$ cat src/rtl/search_window_agen_if.sv
// search_window_agen_if: request, geometry-result and address-stream signals
// of the search-window address generator.
// master = the generator itself, slave = requester / SRAM-reader side.
interface search_window_agen_if #(
  parameter int IDX_W   = 3,
  parameter int OFF_W   = 4,
  parameter int DIM_W   = 5,
  parameter int COORD_W = 8,
  parameter int LIN_W   = 12
);
  logic               req_valid;
  logic               req_ready;
  logic [IDX_W-1:0]   req_blk_row;
  logic [IDX_W-1:0]   req_blk_col;
  logic [OFF_W-1:0]   req_rel_row;
  logic [OFF_W-1:0]   req_rel_col;
  logic [OFF_W-1:0]   req_off_row;
  logic [OFF_W-1:0]   req_off_col;
  logic [DIM_W-1:0]   req_h;
  logic [DIM_W-1:0]   req_w;
  logic [DIM_W-1:0]   eff_h;
  logic [DIM_W-1:0]   eff_w;
  logic [DIM_W-1:0]   pad_row;
  logic [DIM_W-1:0]   pad_col;
  logic               addr_valid;
  logic               addr_ready;
  logic [COORD_W-2:0] addr_row;
  logic [COORD_W-2:0] addr_col;
  logic [DIM_W-1:0]   win_row;
  logic [DIM_W-1:0]   win_col;
  logic [LIN_W-1:0]   addr_lin;
  logic               addr_last;
  logic               done;

  modport master (
    input  req_valid, req_blk_row, req_blk_col, req_rel_row, req_rel_col,
           req_off_row, req_off_col, req_h, req_w, addr_ready,
    output req_ready, eff_h, eff_w, pad_row, pad_col, addr_valid, addr_row,
           addr_col, win_row, win_col, addr_lin, addr_last, done
  );

  modport slave (
    output req_valid, req_blk_row, req_blk_col, req_rel_row, req_rel_col,
           req_off_row, req_off_col, req_h, req_w, addr_ready,
    input  req_ready, eff_h, eff_w, pad_row, pad_col, addr_valid, addr_row,
           addr_col, win_row, win_col, addr_lin, addr_last, done
  );
endinterface

$ cat src/rtl/search_window_agen.sv
// search_window_agen: turns a block-relative, motion-offset search window into
// a frame-clamped rectangle (effective size + pad offsets) and streams every
// in-frame pixel address in raster order over a valid/ready handshake.
// Optional macro SWA_LINEAR_ADDR_EN adds a registered linear address
// (row*FRAME_W + col); without it addr_lin is constant 0.
module search_window_agen #(
  parameter int FRAME_W = 64,
  parameter int FRAME_H = 48,
  parameter int BLK     = 8,
  parameter int IDX_W   = 3,
  parameter int OFF_W   = 4,
  parameter int DIM_W   = 5,
  parameter int COORD_W = 8,
  parameter int LIN_W   = 12
) (
  input  logic                  clk,
  input  logic                  rst_n,
  search_window_agen_if.master  bus
);

  localparam int BLK_SH = $clog2(BLK);
  localparam int AW     = COORD_W - 1;
  localparam logic signed [COORD_W-1:0] FH_S = COORD_W'(FRAME_H);
  localparam logic signed [COORD_W-1:0] FW_S = COORD_W'(FRAME_W);

  typedef enum logic [1:0] {S_IDLE, S_CALC, S_STREAM, S_DONE} state_t;

  state_t state_q, state_d;

  // Saturate a coordinate into [0, hi].
  function automatic logic signed [COORD_W-1:0] clamp_coord(
    input logic signed [COORD_W-1:0] v,
    input logic signed [COORD_W-1:0] hi
  );
    if (v < 0)       return '0;
    else if (v > hi) return hi;
    else             return v;
  endfunction

  // Sign-extend a signed offset field to coordinate width.
  function automatic logic signed [COORD_W-1:0] sext_off(input logic [OFF_W-1:0] v);
    return {{(COORD_W-OFF_W){v[OFF_W-1]}}, v};
  endfunction

  // Latched request fields
  logic [IDX_W-1:0] blk_row_q, blk_row_d, blk_col_q, blk_col_d;
  logic [OFF_W-1:0] rel_row_q, rel_row_d, rel_col_q, rel_col_d;
  logic [OFF_W-1:0] off_row_q, off_row_d, off_col_q, off_col_d;
  logic [DIM_W-1:0] h_q, h_d, w_q, w_d;

  // Geometry results and stream state
  logic [DIM_W-1:0] eff_h_q, eff_h_d, eff_w_q, eff_w_d;
  logic [DIM_W-1:0] pad_row_q, pad_row_d, pad_col_q, pad_col_d;
  logic [AW-1:0]    cr0_q, cr0_d, cc0_q, cc0_d;
  logic [DIM_W-1:0] rcnt_q, rcnt_d, ccnt_q, ccnt_d;
  logic [AW-1:0]    addr_row_q, addr_row_d, addr_col_q, addr_col_d;
  logic [DIM_W-1:0] win_row_q, win_row_d, win_col_q, win_col_d;

  // Combinational rectangle arithmetic (consumed in CALC)
  logic signed [COORD_W-1:0] r0, r1, c0, c1, cr0, cr1, cc0, cc1;
  logic [DIM_W-1:0]          calc_eff_h, calc_eff_w, calc_pad_r, calc_pad_c;
  logic                      calc_empty;
  logic                      row_end, col_end, at_last;

  // Absolute rectangle, frame clamp, pad offsets and effective size.
  always_comb begin
    r0  = (COORD_W'(blk_row_q) << BLK_SH) + sext_off(rel_row_q) + sext_off(off_row_q);
    c0  = (COORD_W'(blk_col_q) << BLK_SH) + sext_off(rel_col_q) + sext_off(off_col_q);
    r1  = r0 + COORD_W'(h_q);
    c1  = c0 + COORD_W'(w_q);
    cr0 = clamp_coord(r0, FH_S);
    cr1 = clamp_coord(r1, FH_S);
    cc0 = clamp_coord(c0, FW_S);
    cc1 = clamp_coord(c1, FW_S);
    calc_pad_r = (r0 < 0) ? DIM_W'(cr0 - r0) : '0;
    calc_pad_c = (c0 < 0) ? DIM_W'(cc0 - c0) : '0;
    calc_eff_h = DIM_W'(cr1 - cr0);
    calc_eff_w = DIM_W'(cc1 - cc0);
    calc_empty = (calc_eff_h == '0) || (calc_eff_w == '0);
  end

  // End-of-row / end-of-window detection on the registered counters.
  always_comb begin
    row_end = (rcnt_q == eff_h_q - DIM_W'(1));
    col_end = (ccnt_q == eff_w_q - DIM_W'(1));
    at_last = row_end && col_end;
  end

  // FSM state register.
  always_ff @(posedge clk or negedge rst_n) begin
    if (!rst_n) state_q <= S_IDLE;
    else        state_q <= state_d;
  end

  // FSM next-state logic.
  always_comb begin
    state_d = state_q;
    case (state_q)
      S_IDLE:   if (bus.req_valid) state_d = S_CALC;
      S_CALC:   state_d = calc_empty ? S_DONE : S_STREAM;
      S_STREAM: if (bus.addr_ready && at_last) state_d = S_DONE;
      S_DONE:   state_d = S_IDLE;
      default:  state_d = S_IDLE;
    endcase
  end

  // FSM outputs.
  always_comb begin
    bus.req_ready  = (state_q == S_IDLE);
    bus.addr_valid = (state_q == S_STREAM);
    bus.done       = (state_q == S_DONE);
    bus.addr_last  = (state_q == S_STREAM) && at_last;
  end

  // Datapath next-state: latch request, load geometry, advance raster counters.
  always_comb begin
    blk_row_d  = blk_row_q;  blk_col_d  = blk_col_q;
    rel_row_d  = rel_row_q;  rel_col_d  = rel_col_q;
    off_row_d  = off_row_q;  off_col_d  = off_col_q;
    h_d        = h_q;        w_d        = w_q;
    eff_h_d    = eff_h_q;    eff_w_d    = eff_w_q;
    pad_row_d  = pad_row_q;  pad_col_d  = pad_col_q;
    cr0_d      = cr0_q;      cc0_d      = cc0_q;
    rcnt_d     = rcnt_q;     ccnt_d     = ccnt_q;
    addr_row_d = addr_row_q; addr_col_d = addr_col_q;
    win_row_d  = win_row_q;  win_col_d  = win_col_q;
    case (state_q)
      S_IDLE: begin
        if (bus.req_valid) begin
          blk_row_d = bus.req_blk_row; blk_col_d = bus.req_blk_col;
          rel_row_d = bus.req_rel_row; rel_col_d = bus.req_rel_col;
          off_row_d = bus.req_off_row; off_col_d = bus.req_off_col;
          h_d       = bus.req_h;       w_d       = bus.req_w;
        end
      end
      S_CALC: begin
        eff_h_d    = calc_eff_h;
        eff_w_d    = calc_eff_w;
        pad_row_d  = calc_pad_r;
        pad_col_d  = calc_pad_c;
        cr0_d      = AW'(cr0);
        cc0_d      = AW'(cc0);
        rcnt_d     = '0;
        ccnt_d     = '0;
        addr_row_d = AW'(cr0);
        addr_col_d = AW'(cc0);
        win_row_d  = calc_pad_r;
        win_col_d  = calc_pad_c;
      end
      S_STREAM: begin
        // Everything holds while the downstream stalls; the final transfer
        // leaves the last beat parked on the outputs.
        if (bus.addr_ready && !at_last) begin
          if (col_end) begin
            ccnt_d     = '0;
            rcnt_d     = rcnt_q + DIM_W'(1);
            addr_col_d = cc0_q;
            addr_row_d = addr_row_q + AW'(1);
            win_col_d  = pad_col_q;
            win_row_d  = win_row_q + DIM_W'(1);
          end else begin
            ccnt_d     = ccnt_q + DIM_W'(1);
            addr_col_d = addr_col_q + AW'(1);
            win_col_d  = win_col_q + DIM_W'(1);
          end
        end
      end
      default: ;
    endcase
  end

  // Datapath registers.
  always_ff @(posedge clk or negedge rst_n) begin
    if (!rst_n) begin
      blk_row_q <= '0; blk_col_q <= '0; rel_row_q <= '0; rel_col_q <= '0;
      off_row_q <= '0; off_col_q <= '0; h_q <= '0; w_q <= '0;
      eff_h_q <= '0; eff_w_q <= '0; pad_row_q <= '0; pad_col_q <= '0;
      cr0_q <= '0; cc0_q <= '0; rcnt_q <= '0; ccnt_q <= '0;
      addr_row_q <= '0; addr_col_q <= '0; win_row_q <= '0; win_col_q <= '0;
    end else begin
      blk_row_q <= blk_row_d; blk_col_q <= blk_col_d;
      rel_row_q <= rel_row_d; rel_col_q <= rel_col_d;
      off_row_q <= off_row_d; off_col_q <= off_col_d;
      h_q <= h_d; w_q <= w_d;
      eff_h_q <= eff_h_d; eff_w_q <= eff_w_d;
      pad_row_q <= pad_row_d; pad_col_q <= pad_col_d;
      cr0_q <= cr0_d; cc0_q <= cc0_d;
      rcnt_q <= rcnt_d; ccnt_q <= ccnt_d;
      addr_row_q <= addr_row_d; addr_col_q <= addr_col_d;
      win_row_q <= win_row_d; win_col_q <= win_col_d;
    end
  end

  assign bus.eff_h    = eff_h_q;
  assign bus.eff_w    = eff_w_q;
  assign bus.pad_row  = pad_row_q;
  assign bus.pad_col  = pad_col_q;
  assign bus.addr_row = addr_row_q;
  assign bus.addr_col = addr_col_q;
  assign bus.win_row  = win_row_q;
  assign bus.win_col  = win_col_q;

`ifdef SWA_LINEAR_ADDR_EN
  logic [LIN_W-1:0] addr_lin_q, addr_lin_d;

  // Linear address tracks the next row/col so it changes in the same cycle.
  always_comb begin
    addr_lin_d = LIN_W'(addr_row_d) * LIN_W'(FRAME_W) + LIN_W'(addr_col_d);
  end

  // Linear address register.
  always_ff @(posedge clk or negedge rst_n) begin
    if (!rst_n) addr_lin_q <= '0;
    else        addr_lin_q <= addr_lin_d;
  end

  assign bus.addr_lin = addr_lin_q;
`else
  assign bus.addr_lin = {LIN_W{1'b0}};
`endif

endmodule

$ cat src/flat_wrapper.sv
// flat-port wrapper written by rule: the top's interface ports become plain ports
module search_window_agen_flat 
#(
  parameter int FRAME_W = 64,
  parameter int FRAME_H = 48,
  parameter int BLK     = 8,
  parameter int IDX_W   = 3,
  parameter int OFF_W   = 4,
  parameter int DIM_W   = 5,
  parameter int COORD_W = 8,
  parameter int LIN_W   = 12
)
  (clk, rst_n, bus_req_valid, bus_req_blk_row, bus_req_blk_col, bus_req_rel_row, bus_req_rel_col, bus_req_off_row, bus_req_off_col, bus_req_h, bus_req_w, bus_addr_ready, bus_req_ready, bus_eff_h, bus_eff_w, bus_pad_row, bus_pad_col, bus_addr_valid, bus_addr_row, bus_addr_col, bus_win_row, bus_win_col, bus_addr_lin, bus_addr_last, bus_done);
  search_window_agen_if #(.IDX_W(IDX_W), .OFF_W(OFF_W), .DIM_W(DIM_W), .COORD_W(COORD_W), .LIN_W(LIN_W)) bus_i ();
  input  logic clk;
  input  logic rst_n;
  input wire logic [$bits(bus_i.req_valid)-1:0] bus_req_valid;
  input wire logic [$bits(bus_i.req_blk_row)-1:0] bus_req_blk_row;
  input wire logic [$bits(bus_i.req_blk_col)-1:0] bus_req_blk_col;
  input wire logic [$bits(bus_i.req_rel_row)-1:0] bus_req_rel_row;
  input wire logic [$bits(bus_i.req_rel_col)-1:0] bus_req_rel_col;
  input wire logic [$bits(bus_i.req_off_row)-1:0] bus_req_off_row;
  input wire logic [$bits(bus_i.req_off_col)-1:0] bus_req_off_col;
  input wire logic [$bits(bus_i.req_h)-1:0] bus_req_h;
  input wire logic [$bits(bus_i.req_w)-1:0] bus_req_w;
  input wire logic [$bits(bus_i.addr_ready)-1:0] bus_addr_ready;
  output wire logic [$bits(bus_i.req_ready)-1:0] bus_req_ready;
  output wire logic [$bits(bus_i.eff_h)-1:0] bus_eff_h;
  output wire logic [$bits(bus_i.eff_w)-1:0] bus_eff_w;
  output wire logic [$bits(bus_i.pad_row)-1:0] bus_pad_row;
  output wire logic [$bits(bus_i.pad_col)-1:0] bus_pad_col;
  output wire logic [$bits(bus_i.addr_valid)-1:0] bus_addr_valid;
  output wire logic [$bits(bus_i.addr_row)-1:0] bus_addr_row;
  output wire logic [$bits(bus_i.addr_col)-1:0] bus_addr_col;
  output wire logic [$bits(bus_i.win_row)-1:0] bus_win_row;
  output wire logic [$bits(bus_i.win_col)-1:0] bus_win_col;
  output wire logic [$bits(bus_i.addr_lin)-1:0] bus_addr_lin;
  output wire logic [$bits(bus_i.addr_last)-1:0] bus_addr_last;
  output wire logic [$bits(bus_i.done)-1:0] bus_done;
  assign bus_i.req_valid = bus_req_valid;
  assign bus_i.req_blk_row = bus_req_blk_row;
  assign bus_i.req_blk_col = bus_req_blk_col;
  assign bus_i.req_rel_row = bus_req_rel_row;
  assign bus_i.req_rel_col = bus_req_rel_col;
  assign bus_i.req_off_row = bus_req_off_row;
  assign bus_i.req_off_col = bus_req_off_col;
  assign bus_i.req_h = bus_req_h;
  assign bus_i.req_w = bus_req_w;
  assign bus_i.addr_ready = bus_addr_ready;
  assign bus_req_ready = bus_i.req_ready;
  assign bus_eff_h = bus_i.eff_h;
  assign bus_eff_w = bus_i.eff_w;
  assign bus_pad_row = bus_i.pad_row;
  assign bus_pad_col = bus_i.pad_col;
  assign bus_addr_valid = bus_i.addr_valid;
  assign bus_addr_row = bus_i.addr_row;
  assign bus_addr_col = bus_i.addr_col;
  assign bus_win_row = bus_i.win_row;
  assign bus_win_col = bus_i.win_col;
  assign bus_addr_lin = bus_i.addr_lin;
  assign bus_addr_last = bus_i.addr_last;
  assign bus_done = bus_i.done;
  search_window_agen #(.FRAME_W(FRAME_W), .FRAME_H(FRAME_H), .BLK(BLK), .IDX_W(IDX_W), .OFF_W(OFF_W), .DIM_W(DIM_W), .COORD_W(COORD_W), .LIN_W(LIN_W)) u_core (.clk(clk), .rst_n(rst_n), .bus(bus_i));
endmodule
$ cat config.mk
export PLATFORM = sky130hd
export DESIGN_NAME = search_window_agen_flat
export DESIGN_NICKNAME = d
export VERILOG_FILES = /design/src/rtl/search_window_agen_if.sv /design/src/rtl/search_window_agen.sv /design/src/flat_wrapper.sv
export SDC_FILE = /design/constraint.sdc
export NUM_CORES = 1
export LEC_CHECK = 0
export BUFFER_PORTS_ARGS = -buffer_cell sky130_fd_sc_hd__buf_2
export CAP_MARGIN = 15
export CORE_MARGIN = 2
export CORE_UTILIZATION = 45
export DETAILED_ROUTE_END_ITERATION = 7
export GPL_TIMING_DRIVEN = 0
export HOLD_SLACK_MARGIN = 0.1
export PLACE_DENSITY = 0.67
export SLEW_MARGIN = 15
export SYNTH_ARGS = -nofsm -noshare
export SYNTH_HDL_FRONTEND = slang
export SYNTH_SLANG_ARGS = --single-unit
$ cat constraint.sdc
create_clock -name clk -period 4.63 [get_ports clk]
set_input_delay 0.463 -clock clk [delete_from_list [all_inputs] [get_ports clk]]
set_output_delay 0.463 -clock clk [all_outputs]
set_load 0.01 [all_outputs]
## Yosys cells after proc, flatten, opt, wreduce, memory -nomap -nowiden

Index checks and enable logic that the tools add are counted.

- Logic and storage cells: 101
- Bits in registers: 95

- Add/sub/neg operators: 18
- Reductions and logical operators: 14
- Eq/ne operators: 9
- Mux-type cells: 32
- Order comparisons: 8

Operator list:

| kind | count |
|---|---|
| $mux 5 | 14 |
| $mux 7 | 8 |
| $pmux 5 s2 | 4 |
| $lt 8x1->1 const B | 4 |
| $pmux 7 s2 | 2 |
| $add 5x1->5 const B | 4 |
| $sub 5x5->5 | 4 |
| $add 7x4->8 | 2 |
| $add 8x5->8 | 2 |
| $add 8x8->8 | 2 |
| $gt 8x7->1 const B | 2 |
| $gt 8x8->1 const B | 2 |
| $add 7x1->7 const B | 2 |
| $eq 5x5->1 | 2 |
| $logic_not 5->1 | 2 |
| $sub 5x1->5 const B | 2 |
| $pmux 2 s4 | 1 |
| $ne 2x1->1 const B | 3 |
| $reduce_and 2->1 | 3 |
| $eq 2x2->1 const B | 2 |
| $logic_and 1x1->1 | 4 |
| $mux 2 | 2 |
| $reduce_and 3->1 | 1 |
| $eq 2x1->1 const B | 1 |
| 6 further kinds | 6 |

## Depth between registers and ports, before layout

- Depth in word-level cells: 11
- Depth in mapped cells: 21

## Worst setup path after synthesis

Ideal clock, no wire load.

- Path type: flip-flop to flip-flop
- Start: reg u_core.off_row_q[3]
- End: reg u_core.state_q[0]
- Arrival time: 4.746 ns
- Path buffers: 0
- Stages on the path, launching flop included: 22
- Clock period less this slack: 4.872 ns
- Setup slack: -0.242 ns
- Cell sequence: dfrtp_1 > fa_1 > ha_1 > a211oi_1 > nor2_1 > xor2_1 > ha_1 > or3_1 > o211ai_1 > nand2b_1 > a211o_1 > nand3_1 > nand2_1 > ha_1 > fa_1 > inv_1 > a21o_1 > a21oi_1 > xor2_2 > and4_4 > a211oi_2 > o21ai_1

- Word-level cells in the longest chain between the ends: 10

RTL lines:

| item | RTL line | text |
|---|---|---|
| start, declared | search_window_agen.sv:48 | `logic [OFF_W-1:0] off_row_q, off_row_d, off_col_q, off_col_d;` |
| start signal, assigned | search_window_agen.sv:183 | `off_row_q <= off_row_d; off_col_q <= off_col_d;` |
| $add 8x8->8 (*) | search_window_agen.sv:67 | `r0 = (COORD_W'(blk_row_q) << BLK_SH) + sext_off(rel_row_q) + sext_off(off_row_q);` |
| $add 8x5->8 | search_window_agen.sv:69 | `r1 = r0 + COORD_W'(h_q);` |
| $gt 8x7->1 | search_window_agen.sv:36 | `else if (v > hi) return hi;` |
| $mux 5 | search_window_agen.sv:36 |  |
| $mux 5 | search_window_agen.sv:35 | `if (v < 0) return '0;` |
| $sub 5x5->5 (*) | search_window_agen.sv:77 | `calc_eff_h = DIM_W'(cr1 - cr0);` |
| $logic_not 5->1 (*) | search_window_agen.sv:79 | `calc_empty = (calc_eff_h == '0) \|\| (calc_eff_w == '0);` |
| $logic_or 1x1->1 (*) | search_window_agen.sv:79 |  |
| $mux 1 (*) | search_window_agen.sv:100 | `S_CALC: state_d = calc_empty ? S_DONE : S_STREAM;` |
| $pmux 2 s4 (*) | search_window_agen.sv:98 | `case (state_q)` |
| end signal, assigned | search_window_agen.sv:92 | `else state_q <= state_d;` |
| end, declared | search_window_agen.sv:28 | `state_t state_q, state_d;` |

Every way passes the cells marked *; elsewhere a longest branch is shown, timed or not.
A chain may end at the register's enable or synchronous reset.

## Worst setup path after layout

- Start: reg u_core.off_row_q[1]
- End: reg u_core.state_q[0]

Same word-level chain as after synthesis.

==> results.py <==
metrics = {
    "place": {
        "dp_slack_ns": -0.467,
        "io_buffers": 83,
        "hpwl_um": 12600,
        "gp_congestion": 0.873,
    },
    "worst_setup_path": {
        "crit_fanout": 3,
        "crit_buf_inv": 2,
        "worstPathArrival_ns": 5.00,
        "slowest_delay_ns": 0.57,
        "crit_top_cell": "ha_4",
        "required_ns": 4.87,
        "start_kind": "flop",
        "crit_slowest_cell": "fa_2",
        "crit_family": "adder cells",
        "end_kind": "flop",
        "crit_path_start": "u_core.off_row_q[1]$_DFFE_PN0P_",
        "r2r_slack_ns": -0.12,
        "r2r_start": "u_core.off_row_q[1]$_DFFE_PN0P_",
        "path_class": "flop to flop",
        "crit_chain": "ha_4 -> ha_4 -> fa_2 -> ha_4 -> nor2b_4 -> o21a_1 -> or3_4 -> o211ai_1 -> and4_1 -> o211ai_1 -> buf_4 -> a31oi_4 -> buf_4 -> ha_4 -> a21o_1 -> a21oi_2 -> xnor2_2 -> nor3_2 -> and4_4 -> a211oi_2 -> o21ai_1",
    },
    "synth": {
        "synth_top_area_cell": "dfrtp_1",
        "syn_area_mm2": 0.00700,
        "postSynthAreaPerCell_um2": 9.84,
        "ys_ff_latch": 95,
        "synthCells": 711,
        "synth_most_common_cell": "dfrtp_1",
        "yosys_warnings": 0,
        "synth_edf_count": 0,
        "yosysUniqueCellTypes": 81,
        "synth_top_area_share_pct": 34.0,
        "async_reset_ff_share_pct": 100,
        "synth_commonest_cells": "dfrtp_1, ha_1, nand2_1, nor2_1, inv_1",
        "synthTopCellsByArea": "dfrtp_1, ha_1, mux2_2",
        "synth_top_flop_cell": "dfrtp_1",
        "synth_seq_area_share_pct": 34.0,
    },
    "sta": {
        "drv_slew": 0,
        "fin_ws_ns": -0.122,
        "fin_skew_ns": 0.00779,
        "worst_pin_slew_ns": 0.904,
        "slew_headroom_pct": 39.0,
        "fin_crit_sh_pct": 103,
        "final.setup.tns_ns": -0.258,
        "finalHoldViolCount": 0,
        "setup_violations": 3,
        "rsz0062_at_grt": "yes",
        "fmax_ghz": 0.210,
        "post-route-min-period_ns": 4.75,
    },
    "die": {
        "design.core.area_mm2": 0.0152,
        "die_area_mm2": 0.0166,
        "die_h_um": 129,
        "placementRows": 45,
        "io_pins": 96,
        "die_x_um": 129,
        "start_util_pct": 46.0,
    },
    "route": {
        "wl_um": 17300,
        "ant_nets": 0,
        "drc": 0,
        "num_vias": 5662,
        "wire_per_inst_um": 16.7,
        "firstDrtPassIters": 4,
        "viasPerCell": 5.46,
        "drt_iter0_markers": 366,
    },
    "clock_tree": {
        "cts_tree": "done",
        "cts_sinks": 95,
        "insertion_delay_ns": 0.36,
        "cts_max_path_buffers": 2,
        "cts_made_buffers": 9,
        "cts.clk_slew.worst_paths_ns": 0.07,
        "ctsHtreeMaxLevel": 3,
        "cts-root-buf": "clkbuf_16",
    },
    "final_layout": {
        "syn_to_final_growth_pct": 23.1,
        "insertedDiodeCount": 0,
        "drive_gt1_share_pct": 31.6,
        "nets": 953,
        "nFillCells": 1413,
    },
    "global_routing": {
        "grt_pass1_wl_um": 27700,
        "grt_overflow_total": 0,
        "antenna_found_initial": 0,
        "grt_pass1_vias": 5475,
        "grt_max_degree": 65,
        "grt_usage_pct": 21.2,
    },
    "run_status": {
        "violations": "negative setup slack",
        "status": "complete, but fails checks",
    },
    "min_path": {
        "worstHoldPathType": "primary input to flop",
        "worstHoldStart": "bus_req_w[4]",
    },
    "job": {
        "maxCapViolCount": 0,
    },
}
-- worst paths after layout --
path | end | cells after the start
worst max-delay path | u_core.state_q[0]$_DFFE_PN0P_ | 21
worst min-delay path | u_core.w_q[4]$_DFFE_PN0P_ | 2
worst max register to register | u_core.state_q[0]$_DFFE_PN0P_ | 21
worst min register to register | u_core.cc0_q[5]$_DFFE_PN0P_ | 2
max in group asynchronous | u_core.rel_row_q[3]$_DFFE_PN0P_ | 3
min in group asynchronous | u_core.bus.addr_col[4]$_DFFE_PN0P_ | 2
-- placed cells by master, fill, tap and decap left out, drive strengths merged, types with 5 or more instances in the layout --
| cell | instances |
|---|---|
| mux2i | 5 |
| conb | 12 |
| or3 | 5 |
| buf | 129 |
| nor2 | 52 |
| and4 | 5 |
| a211oi | 7 |
| and3 | 10 |
| nand4 | 10 |
| nand2b | 8 |
| inv | 50 |
| nand2 | 53 |
| clkbuf | 27 |
| o21ai | 41 |
| nand3 | 21 |
| o21a | 10 |
| ha | 57 |
| a211o | 8 |
| xnor2 | 28 |
| o211ai | 9 |
| a21oi | 33 |
| mux2 | 42 |
| nor3 | 10 |
| xor2 | 24 |
| fa | 16 |
| a21o | 7 |
| dfrtp | 95 |
-- metrics by stage --
step	util (%)	cells	hold slack (ns)	instance area [µm²]
2_1_floorplan	-	722	0.167	7070
3_3_place_gp	50.8	993	0.468	7720
3_5_place_dp	51.0	994	0.375	7750
4_1_cts	55.1	1026	0.328	8380
5_1_grt	56.7	1037	0.336	8610
6_report	56.7	1037	0.335	8610
-- final cells by class --
cell class | instances | area [µm²] | area share, %
clock inverter | 4 | 52.6 | 0.610
inverter | 48 | 180 | 2.09
sequential | 95 | 2380 | 27.7
buffer | 34 | 180 | 2.09
clock buffer | 12 | 236 | 2.75
multi-input combinational | 545 | 4690 | 54.5
timing repair buffer | 111 | 654 | 7.60
tap | 188 | 235 | 2.73
-- routing by layer --
layer,vias up,track usage [%],wire length (µm)
li1,2784,-,-
met1,2737,30.6,8450
met2,120,32.5,7830
met3,21,4.45,816
met4,0,5.63,236
met5,-,0,0
-- repair_timing --
action / 4_1_cts / 5_1_grt
setup endpoints to repair: 4 / 4
pin swaps: 24 / 32
buffers inserted: 15 / 11
gates resized for setup: 40 / 25
hold buffers: 1 / 0
hold endpoints to repair: 31 / 0
-- logic make-up after synthesis --
logic type	synth area share, %
AOI/OAI and AO/OA	16.6
xor gates and xnor gates	6.73
adders and majority gates	14.8
buffers and inverters	5.15
DFF	34.0
muxes	7.48
other	0.0536
and+or+nand+nor	15.2
Power is left out: the tool's default activity adds up to more than one toggle a clock period on the data nets, which glitch-free logic cannot reach.
